$ cat config.mk
export PLATFORM = sky130hd
export DESIGN_NAME = alu_imm_iq
export DESIGN_NICKNAME = d
export VERILOG_FILES = /design/src/rtl/alu_imm_iq.sv
export SDC_FILE = /design/constraint.sdc
export NUM_CORES = 1
export LEC_CHECK = 0
export CAP_MARGIN = 20
export CORE_AREA = 2 2 179 181
export DETAILED_ROUTE_END_ITERATION = 7
export DIE_AREA = 0 0 181 183
export PLACE_DENSITY_LB_ADDON = 0.15
export SYNTH_ARGS = -nofsm -noshare
export SYNTH_HDL_FRONTEND = slang
export SYNTH_SLANG_ARGS = --single-unit
$ cat constraint.sdc
create_clock -name CLK -period 7.4 [get_ports CLK]
set_clock_uncertainty 0.15 [all_clocks]
set_input_delay 1.48 -clock CLK [delete_from_list [all_inputs] [get_ports CLK]]
set_output_delay 1.48 -clock CLK [all_outputs]
set_load 0.005 [all_outputs]
$ cat src/rtl/alu_imm_iq.sv
// ALU reg-imm issue queue: age-ordered, compressing, with source-A wakeup
// from the per-bank writeback bus and oldest-ready single issue.
package core_types_pkg;
  localparam int unsigned LOG_PR_COUNT       = 7;
  localparam int unsigned LOG_ROB_ENTRIES    = 6;
  localparam int unsigned PRF_BANK_COUNT     = 4;
  localparam int unsigned LOG_PRF_BANK_COUNT = 2;

  typedef struct packed {
    logic [3:0]                 op;
    logic [11:0]                imm12;
    logic [LOG_PR_COUNT-1:0]    a_pr;
    logic                       a_ready;
    logic                       a_is_zero;
    logic [LOG_PR_COUNT-1:0]    dest_pr;
    logic [LOG_ROB_ENTRIES-1:0] rob_index;
  } alu_imm_iq_entry_t;
endpackage

module alu_imm_iq
  import core_types_pkg::*;
#(
  parameter int unsigned ALU_IMM_IQ_ENTRIES = 8
) (
  input  logic                                           CLK,
  input  logic                                           nRST,
  input  logic                                           iq_enq_valid,
  input  logic [3:0]                                     iq_enq_op,
  input  logic [11:0]                                    iq_enq_imm12,
  input  logic [LOG_PR_COUNT-1:0]                        iq_enq_A_PR,
  input  logic                                           iq_enq_A_ready,
  input  logic                                           iq_enq_A_is_zero,
  input  logic [LOG_PR_COUNT-1:0]                        iq_enq_dest_PR,
  input  logic [LOG_ROB_ENTRIES-1:0]                     iq_enq_ROB_index,
  output logic                                           iq_enq_ready,
  input  logic [PRF_BANK_COUNT-1:0]                      WB_bus_valid_by_bank,
  input  logic [LOG_PR_COUNT-LOG_PRF_BANK_COUNT-1:0]     WB_bus_upper_PR_by_bank [PRF_BANK_COUNT],
  output logic                                           issue_valid,
  output logic [3:0]                                     issue_op,
  output logic [11:0]                                    issue_imm12,
  output logic                                           issue_A_forward,
  output logic                                           issue_A_is_zero,
  output logic [LOG_PR_COUNT-1:0]                        issue_A_PR,
  output logic [LOG_PR_COUNT-1:0]                        issue_dest_PR,
  output logic [LOG_ROB_ENTRIES-1:0]                     issue_ROB_index,
  input  logic                                           issue_ready
);

  localparam int unsigned N     = ALU_IMM_IQ_ENTRIES;
  localparam int unsigned IDX_W = $clog2(N);
  localparam int unsigned CNT_W = $clog2(N + 1);

  logic              valid_q [N];
  logic              valid_d [N];
  alu_imm_iq_entry_t ent_q   [N];
  alu_imm_iq_entry_t ent_d   [N];

  logic              wake    [N];
  logic              rdy     [N];
  alu_imm_iq_entry_t upd_ent [N];
  logic              sh_valid[N];
  alu_imm_iq_entry_t sh_ent  [N];
  logic              sel_found;
  logic [IDX_W-1:0]  sel_idx;
  logic [CNT_W-1:0]  cnt;
  logic [CNT_W-1:0]  wr_slot;
  logic              enq_fire;
  alu_imm_iq_entry_t enq_ent;

  // Tag match of a physical register against its bank's writeback broadcast.
  function automatic logic pr_wakeup(input logic [LOG_PR_COUNT-1:0] pr);
    logic [LOG_PRF_BANK_COUNT-1:0] bank;
    bank = pr[LOG_PRF_BANK_COUNT-1:0];
    return WB_bus_valid_by_bank[bank] &
           (WB_bus_upper_PR_by_bank[bank] == pr[LOG_PR_COUNT-1:LOG_PRF_BANK_COUNT]);
  endfunction

  always_comb begin
    iq_enq_ready    = ~valid_q[N-1];
    sel_found       = 1'b0;
    sel_idx         = '0;
    cnt             = '0;
    enq_fire        = iq_enq_valid & iq_enq_ready;
    enq_ent         = '0;
    for (int i = 0; i < N; i++) begin
      wake[i]       = pr_wakeup(ent_q[i].a_pr);
      rdy[i]        = valid_q[i] & (ent_q[i].a_ready | ent_q[i].a_is_zero | wake[i]);
      upd_ent[i]    = ent_q[i];
      upd_ent[i].a_ready = ent_q[i].a_ready | (valid_q[i] & wake[i]);
      cnt           = cnt + CNT_W'(valid_q[i]);
      valid_d[i]    = valid_q[i];
      ent_d[i]      = upd_ent[i];
      sh_valid[i]   = 1'b0;
      sh_ent[i]     = '0;
    end

    // Oldest ready entry wins.
    for (int i = 0; i < N; i++) begin
      if (rdy[i] && !sel_found) begin
        sel_found = 1'b1;
        sel_idx   = IDX_W'(i);
      end
    end

    issue_valid     = issue_ready & sel_found;
    issue_op        = ent_q[sel_idx].op;
    issue_imm12     = ent_q[sel_idx].imm12;
    issue_A_is_zero = ent_q[sel_idx].a_is_zero;
    issue_A_PR      = ent_q[sel_idx].a_pr;
    issue_dest_PR   = ent_q[sel_idx].dest_pr;
    issue_ROB_index = ent_q[sel_idx].rob_index;
    issue_A_forward = wake[sel_idx] & ~ent_q[sel_idx].a_ready & ~ent_q[sel_idx].a_is_zero;

    // Compression: entries above the issued slot move down one.
    for (int i = 0; i < N - 1; i++) begin
      sh_valid[i] = valid_q[i+1];
      sh_ent[i]   = upd_ent[i+1];
    end
    if (issue_valid) begin
      for (int i = 0; i < N; i++) begin
        if (IDX_W'(i) >= sel_idx) begin
          valid_d[i] = sh_valid[i];
          ent_d[i]   = sh_ent[i];
        end
      end
    end

    wr_slot           = cnt - CNT_W'(issue_valid);
    enq_ent.op        = iq_enq_op;
    enq_ent.imm12     = iq_enq_imm12;
    enq_ent.a_pr      = iq_enq_A_PR;
    enq_ent.a_ready   = iq_enq_A_ready | pr_wakeup(iq_enq_A_PR);
    enq_ent.a_is_zero = iq_enq_A_is_zero;
    enq_ent.dest_pr   = iq_enq_dest_PR;
    enq_ent.rob_index = iq_enq_ROB_index;
    if (enq_fire) begin
      for (int i = 0; i < N; i++) begin
        if (CNT_W'(i) == wr_slot) begin
          valid_d[i] = 1'b1;
          ent_d[i]   = enq_ent;
        end
      end
    end
  end

  always_ff @(posedge CLK) begin
    if (!nRST) begin
      for (int i = 0; i < N; i++) begin
        valid_q[i] <= 1'b0;
        ent_q[i]   <= '0;
      end
    end else begin
      for (int i = 0; i < N; i++) begin
        valid_q[i] <= valid_d[i];
        ent_q[i]   <= ent_d[i];
      end
    end
  end

endmodule

==> results of run 1 <==
-- through the flow --
| step | hold WS (ns) | cells |
|---|---|---|
| global route | 0.3563 | 2661 |
| global placement | 0.3162 | 2595 |
| CTS | 0.3327 | 2658 |
| detailed placement | 0.3218 | 2595 |
| finish | 0.3315 | 2661 |
| floorplan | 0.3059 | 2219 |
-- metal layers --
layer,global-route usage (%),routed length (um),vias to the layer above
li1,-,-,8130
met1,49.27,25030,8586
met2,61.48,28690,966
met3,5.917,6196,176
met4,14.31,2302,0
met5,0,0,-
-- path summary, 6_finish.rpt --
| check | end | depth (start not counted) | start |
|---|---|---|---|
| max | issue_A_forward | 14 | WB_bus_upper_PR_by_bank[0] |
| min | ent_q[0][35] | 2 | ent_q[0][35] |
| max reg2reg | ent_q[1][3] | 21 | ent_q[4][15] |
| min reg2reg | ent_q[0][35] | 2 | ent_q[0][35] |
-- layout make-up --
class,count,area (sq um)
clock inverters,13,182.7
clock buffers,50,1003
fillers,2541,9467
repair buffers,203,2225
flip-flops and latches,312,6246
multi-input cells,1663,11530
inverters,18,72.57
well taps,402,503.0
-- logic make-up (layout without fill, tap and decap cells) --
logic type      count (synthesis)  after routing  synth area share, %
compound gates                600            600                20.49
xor+xnor                       58             58                2.709
fa+ha+maj                       9              9               0.8008
buf+inv                       244            284                5.892
flops                         312            312                33.31
mux                           370            370                22.61
simple gates                  626            626                14.19
-- cell usage in the layout, fill, tap and decap left out, types with 29 or more instances in the layout --
| cell | n |
|---|---|
| sky130_fd_sc_hd__o21ai_0 | 144 |
| sky130_fd_sc_hd__mux2_2 | 42 |
| sky130_fd_sc_hd__a21oi_1 | 135 |
| sky130_fd_sc_hd__mux2i_1 | 266 |
| sky130_fd_sc_hd__buf_4 | 64 |
| sky130_fd_sc_hd__a211oi_1 | 100 |
| sky130_fd_sc_hd__a31oi_1 | 40 |
| sky130_fd_sc_hd__mux4_2 | 36 |
| sky130_fd_sc_hd__nand3_1 | 119 |
| sky130_fd_sc_hd__clkbuf_16 | 36 |
| sky130_fd_sc_hd__buf_12 | 35 |
| sky130_fd_sc_hd__nor2_1 | 174 |
| sky130_fd_sc_hd__nand2_1 | 266 |
| sky130_fd_sc_hd__dfxtp_1 | 312 |
| sky130_fd_sc_hd__o21ai_1 | 29 |
| sky130_fd_sc_hd__a311oi_1 | 74 |
| sky130_fd_sc_hd__clkdlybuf4s50_1 | 100 |
| sky130_fd_sc_hd__o211ai_1 | 32 |
| sky130_fd_sc_hd__xnor2_1 | 34 |
-- repair_timing --
action | CTS | global route
endpoints found under the hold margin | 0 | 0
setup buffers | 0 | 4
gates resized for setup | 0 | 8
endpoints found under the setup margin | 0 | 16
-- state kept, by name, indices dropped and copies added, names as in the netlist --
name / count
valid_q: 8
ent_q: 304
-- where the power goes --
part           internal (mW)  leakage (nW)  total [mW]  switching (mW)
clock network           1.09         0.582        1.81           0.722
logic                   1.45          4.57        3.40            1.95
registers               2.04          2.53        2.43           0.381
total                   4.58          7.68        7.63            3.05
-- critical path, delay by kind of cell --
kind	cells	cell delay, ns
AOI/OAI and AO/OA	5	1.26
xor gates and xnor gates	1	0.36
buffers and inverters	4	1.43
muxes	3	0.97
and+or+nand+nor	1	0.15
==> metrics.md, run 1 <==
| Metric | Value |
|---|---|
| All-Layer GR Usage | `37.22%` |
| First-iteration detailed-routing DRC count | `1994` |
| Worst path arrival time | `5.64 ns` |
| Count of hold buffers inserted by post-cts repair | `0` |
| Clock tree root buffer cell | `sky130_fd_sc_hd__clkbuf_16` |
| Net Count, Synth | `2294` |
| Antenna violations before repair | `0` |
| Lkg Pwr | `7.677 nW` |
| Commonest register cell after synthesis | `sky130_fd_sc_hd__dfxtp_1` |
| Synth-to-Final Area Change | `16.07%` |
| Number of max-slew violations in the final report | `0` |
| Sum of net half-perimeters after detailed placement | `38500 um` |
| Number of unique standard cell types used by synthesis | `65` |
| Die Area | `33120 sq um` |
| Most instantiated library cell after synthesis | `sky130_fd_sc_hd__dfxtp_1` |
| VDD IR max | `0.0002326 V` |
| Number of sinks driven by the clock tree | `312` |
| Via-to-Cell Ratio | `6.711` |
| Cell Rows | `65` |
| WS Path Type | `in2out` |
| DRC violation count after routing | `0` |
| Crit-path max FO | `5` |
| I/O pin count | `106` |
| Async set or reset register ratio after synthesis | `0%` |
| Clock slew at the register clock pins of the worst setup and hold paths | `0.06 ns` |
| Post-DP Area | `20510 sq um` |
| Iteration count of the initial detailed-routing pass | `6` |
| Mean instance size in the synthesized netlist | `8.450 sq um` |
| Final Critical Period | `7.272 ns` |
| Number of H-tree levels | `2` |
| Detailed Route WL | `62220 um` |
| Clock tree buffer depth | `3` |
| First-pass GRT wire length | `98300 um` |
| Largest incremental delay on the critical path | `0.56 ns` |
| RSZ-0062 raised after global routing | `no` |
| Wire per inst | `23.38 um` |
| Cells traversed along the worst timing path | `clkdlybuf4s50_1 > mux4_2 > xnor2_1 > o21ai_1 > o31ai_2 > buf_4 > a211oi_2 > o211ai_1 > nand2_4 > buf_4 > mux2i_1 > mux2_2 > a31oi_2 > clkdlybuf4s50_1` |
| Sequential share of the synthesized area | `33.31%` |
| Gp weighted congestion | `0.9946` |
| Number of flip-flops and latches in the synthesized netlist | `312` |
| Worst setup EP type | `output port` |
| Vias | `17860` |
| Height of the die | `183 um` |
| Worst endpoint required time | `5.77 ns` |
| Number of enable-type register cells in the synthesized netlist | `0` |
| Worst setup slack after layout | `0.1284 ns` |
| Yosys synthesis warning count | `0` |
| Nets | `2308` |
| Number of CTS-inserted buffers | `35` |
| Placeable Area | `31230 sq um` |
| Number of hold violations in the final report | `0` |
| Fmax | `137.5 MHz` |
| Post-route clock period utilization | `98.26%` |
| List of most frequent post-synthesis cells | `sky130_fd_sc_hd__dfxtp_1 (312), sky130_fd_sc_hd__nand2_1 (278), sky130_fd_sc_hd__mux2i_1 (266)` |
| Final standard cell utilization of the core | `69.69%` |
| Max-capacitance violation count | `0` |
| Cell Pwr Density | `350.8 nW/um^2` |
| Top cells by area in the synthesized netlist | `sky130_fd_sc_hd__dfxtp_1 (33%), sky130_fd_sc_hd__mux2i_1 (14%), sky130_fd_sc_hd__nand2_1 (5.6%)` |
| Final setup TNS | `0 ns` |
| Port bufs | `105` |
| Number of setup violations in the final report | `0` |
| Total congestion overflow after global routing | `0` |
| Synth top area share | `33.31%` |
| Pin count of the biggest net entering global routing | `111` |
| Cell area after technology mapping | `18750 sq um` |
| Worst reg-to-reg setup slack | `1.04 ns` |
| CTS tree | `yes` |
| Number of instances in the synthesized netlist | `2219` |
| Starting density of the core | `60.04%` |
| Width of the chip | `181 um` |
| Clock latency of the later-clocked register in the worst-skew pair | `0.52 ns` |
| Actual slew at the worst max-slew pin | `0.9835 ns` |
| Slew HR | `34.38%` |
| Library cell contributing the largest single delay on the critical path | `sky130_fd_sc_hd__clkdlybuf4s50_1` |
| Startpoint type of the worst setup path | `primary input` |
| Total power consumption of the routed design | `7.635 mW` |
| Vias in the first global route | `17490` |
| Class of the most critical hold timing path | `reg2reg` |
| Most area-hungry cell type in the Yosys netlist | `sky130_fd_sc_hd__dfxtp_1` |
| Final Instance Area | `21760 sq um` |
| Placement Setup Slack | `-0.03604 ns` |
| Layout cells sized above 1 | `11.86%` |
| Antenna Diode Count | `0` |
| Result of the run | `complete, no violations` |
| Number of nets still failing antenna checks after routing | `0` |
Power figures use the tool's default switching activity.
==> run 2, diff against run 1 <==
--- a/config.mk
+++ b/config.mk
@@ -6,9 +6,10 @@
 export NUM_CORES = 1
 export LEC_CHECK = 0
 export CAP_MARGIN = 20
-export CORE_AREA = 2 2 179 181
+export CORE_AREA = 2 2 172 174
 export DETAILED_ROUTE_END_ITERATION = 7
-export DIE_AREA = 0 0 181 183
+export DIE_AREA = 0 0 174 176
+export GPL_ROUTABILITY_DRIVEN = 1
 export PLACE_DENSITY_LB_ADDON = 0.15
 export SYNTH_ARGS = -nofsm -noshare
 export SYNTH_HDL_FRONTEND = slang
==> constraint.sdc (replaced) <==
create_clock -name CLK -period 9.4 [get_ports CLK]
set_clock_uncertainty 0.15 [all_clocks]
set_input_delay 1.88 -clock CLK [delete_from_list [all_inputs] [get_ports CLK]]
set_output_delay 1.88 -clock CLK [all_outputs]
set_load 0.005 [all_outputs]
==> run 2 against run 1 <==
Combinational power decreased by 28%. Worst setup slack improved by 0.52 ns. Wire length down 1.7%. Hold slack better by 0.0035 ns. Flip-flop and latch count unchanged. Sequential power decreased by 21%. Via count fell by 1.2%. Non-clock buffer count decreased by 64.
==> metrics.md, run 2 (same netlist as run 1, synthesis figures left out) <==
| Metric | Value |
|---|---|
| Worst reg2reg path startpoint | `ent_q[3][16] (was ent_q[4][15])` |
| Total congestion overflow after global routing | `0 (unchanged)` |
| Clock slew at the register clock pins of the worst setup and hold paths | `0.06 ns (about the same)` |
| Clock tree buffer depth | `3 (unchanged)` |
| Detailed Route WL | `61190 um (was 62220 um)` |
| Vias | `17640 (was 17860)` |
| Register bank with the most flops | `ent_q (unchanged)` |
| Post-route clock period utilization | `93.14%` |
| Placeable Area | `28550 sq um (was 31230 sq um)` |
| Number of setup violations in the final report | `0 (unchanged)` |
| Sum of net half-perimeters after detailed placement | `36790 um (was 38500 um)` |
| Number of nets still failing antenna checks after routing | `0 (unchanged)` |
| Worst path arrival time | `6.73 ns (was 5.64 ns)` |
| VDD IR max | `0.0002353 V (was 0.0002326 V)` |
| Via-to-Cell Ratio | `6.841 (was 6.711)` |
| WS Path Type | `in2out (unchanged)` |
| Clock tree root buffer cell | `sky130_fd_sc_hd__clkbuf_16 (unchanged)` |
| RSZ-0062 raised after global routing | `no (unchanged)` |
| Depth of the worst register-to-register path | `22 (was 21)` |
| Synth-to-Final Area Change | `11.03% (was 16.07%)` |
| Lkg Pwr | `7.173 nW (was 7.677 nW)` |
| Layout cells sized above 1 | `9.161% (was 11.86%)` |
| Number of H-tree levels | `2 (unchanged)` |
| Max-capacitance violation count | `0 (unchanged)` |
| Startpoint type of the worst setup path | `primary input (unchanged)` |
| Number of CTS-inserted buffers | `36 (was 35)` |
| Die Area | `30620 sq um (was 33120 sq um)` |
| Final Critical Period | `8.755 ns` |
| Worst endpoint required time | `7.37 ns (was 5.77 ns)` |
| I/O pin count | `106 (unchanged)` |
| Antenna violations before repair | `0 (unchanged)` |
| Count of hold buffers inserted by post-cts repair | `0 (unchanged)` |
| Vias in the first global route | `17230 (was 17490)` |
| Max FFs per register | `304 (unchanged)` |
| Number of hold violations in the final report | `0 (unchanged)` |
| Post-DP Area | `19620 sq um (was 20510 sq um)` |
| Iteration count of the initial detailed-routing pass | `5 (was 6)` |
| Largest registers | `ent_q (304), valid_q (8) (unchanged)` |
| Cell Pwr Density | `276.7 nW/um^2 (was 350.8 nW/um^2)` |
| CTS tree | `yes (unchanged)` |
| Origin of the worst setup path | `WB_bus_upper_PR_by_bank[8] (was WB_bus_upper_PR_by_bank[0])` |
| First-pass GRT wire length | `95910 um (was 98300 um)` |
| Final Instance Area | `20820 sq um (was 21760 sq um)` |
| Number of sinks driven by the clock tree | `312 (unchanged)` |
| First-iteration detailed-routing DRC count | `2054 (was 1994)` |
| All-Layer GR Usage | `39.17% (was 37.22%)` |
| Fmax | `114.2 MHz` |
| Class of the most critical hold timing path | `reg2reg (unchanged)` |
| Worst reg-to-reg setup slack | `2.13 ns (was 1.04 ns)` |
| Worst setup EP type | `output port (unchanged)` |
| DRC violation count after routing | `0 (unchanged)` |
| Final standard cell utilization of the core | `72.93% (was 69.69%)` |
| Cell Rows | `62 (was 65)` |
| Port bufs | `105 (unchanged)` |
| Result of the run | `complete, no violations (unchanged)` |
| Number of max-slew violations in the final report | `0 (unchanged)` |
| Slew HR | `24.03% (was 34.38%)` |
| Wire per inst | `23.74 um (was 23.38 um)` |
| Crit-path max FO | `55 (was 5)` |
| Post-cts gate resize count | `0 (unchanged)` |
| Actual slew at the worst max-slew pin | `1.139 ns (was 0.9835 ns)` |
| Reg2Reg Capture Point | `ent_q[7][22] (was ent_q[1][3])` |
| Clock latency of the later-clocked register in the worst-skew pair | `0.52 ns (about the same)` |
| Endpoint of the worst setup timing path | `issue_dest_PR[4] (was issue_A_forward)` |
| Antenna Diode Count | `0 (unchanged)` |
| Final setup TNS | `0 ns (unchanged)` |
| Pin count of the biggest net entering global routing | `103 (was 111)` |
| Gp weighted congestion | `1.028 (was 0.9946)` |
| Commonest cells after routing, fill and taps aside | `sky130_fd_sc_hd__dfxtp_1 (312), sky130_fd_sc_hd__mux2i_1 (266), sky130_fd_sc_hd__nand2_1 (266), sky130_fd_sc_hd__nor2_1 (174), sky130_fd_sc_hd__o21ai_0 (144) (unchanged)` |
| Total power consumption of the routed design | `5.761 mW (was 7.635 mW)` |
| Starting density of the core | `65.68% (was 60.04%)` |
| Setup bufs post-CTS | `0 (unchanged)` |
| Most frequent standard cell in the layout excluding fill and tap cells | `sky130_fd_sc_hd__dfxtp_1 (unchanged)` |
| Nets | `2245 (was 2308)` |
| Width of the chip | `174 um (was 181 um)` |
| Height of the die | `176 um (was 183 um)` |
[run 2: changes by cell type in the layout (fill, tap and decap cells not counted), moves of 2 or more]
cell and change:
sky130_fd_sc_hd__clkdlybuf4s50_1 +3, sky130_fd_sc_hd__buf_4 -34, sky130_fd_sc_hd__buf_12 -30, sky130_fd_sc_hd__dlymetal6s2s_1 -3, sky130_fd_sc_hd__clkbuf_8 +5, sky130_fd_sc_hd__bufinv_16 -2
sky130_fd_sc_hd__clkinv_2 -2, sky130_fd_sc_hd__nand2_4 -2, sky130_fd_sc_hd__clkbuf_1 -2, sky130_fd_sc_hd__nand2_2 +2
[run 2: worst max-delay path: stages]
cell	delay (ns)
sky130_fd_sc_hd__clkdlybuf4s50_1	0.58
sky130_fd_sc_hd__mux4_2	0.56
sky130_fd_sc_hd__xnor2_1	0.31
sky130_fd_sc_hd__nand3_1	0.12
sky130_fd_sc_hd__o31ai_1	0.51
sky130_fd_sc_hd__a211o_1	0.21
sky130_fd_sc_hd__o211a_4	0.82
sky130_fd_sc_hd__buf_4	0.57
sky130_fd_sc_hd__mux2_1	0.39
sky130_fd_sc_hd__o211ai_1	0.18
sky130_fd_sc_hd__o21ai_1	0.10
sky130_fd_sc_hd__clkdlybuf4s50_1	0.48
[run 2: layer usage]
| metal | vias up | global-route usage [%] | routed length (um) |
|---|---|---|---|
| met3 | 159 | 6.934 | 6613 |
| met4 | 0 | 14.57 | 1831 |
| li1 | 8007 | - | - |
| met1 | 8408 | 52.28 | 24740 |
| met2 | 1063 | 63.88 | 28010 |
| met5 | - | 0 | 0 |
[run 2: final cells by class]
class                   count  area, sq um
clock buffers              53         1065
clock inverters             9        113.9
fillers                  2242         7729
inverters                  18        72.57
multi-input cells        1663        11480
flip-flops and latches    312         6246
well taps                 384        480.5
repair buffers            139         1361
[run 2: power breakdown]
group	internal (mW)	switching [mW]	leakage [nW]
Sequential	1.61	0.303	2.53
Combinational	0.959	1.48	4.06
Clock	0.840	0.572	0.583
Total	3.41	2.35	7.17
[run 2: worst min path at each step]
stage	slack, ns	to	startpoint	cells after the start
after floorplan	0.31	ent_q[0][0]	ent_q[0][0]	2
after global placement	0.32	ent_q[0][27]	ent_q[0][27]	2
after detailed placement	0.32	ent_q[0][23]	ent_q[0][23]	2
after CTS	0.34	ent_q[0][23]	ent_q[0][23]	2
after global routing	0.35	ent_q[2][23]	ent_q[2][23]	2
final	0.34	ent_q[0][36]	ent_q[0][36]	2
[run 2: metrics by stage]
stage / hold slack (ns) / cells / worst slack (ns)
2_1_floorplan: 0.3059 / 2219 / 2.345
3_3_place_gp: 0.3163 / 2514 / 0.7384
3_5_place_dp: 0.3229 / 2515 / 0.4996
4_1_cts: 0.3358 / 2577 / 0.7036
5_1_grt: 0.3525 / 2578 / 0.4448
6_report: 0.3350 / 2578 / 0.6449
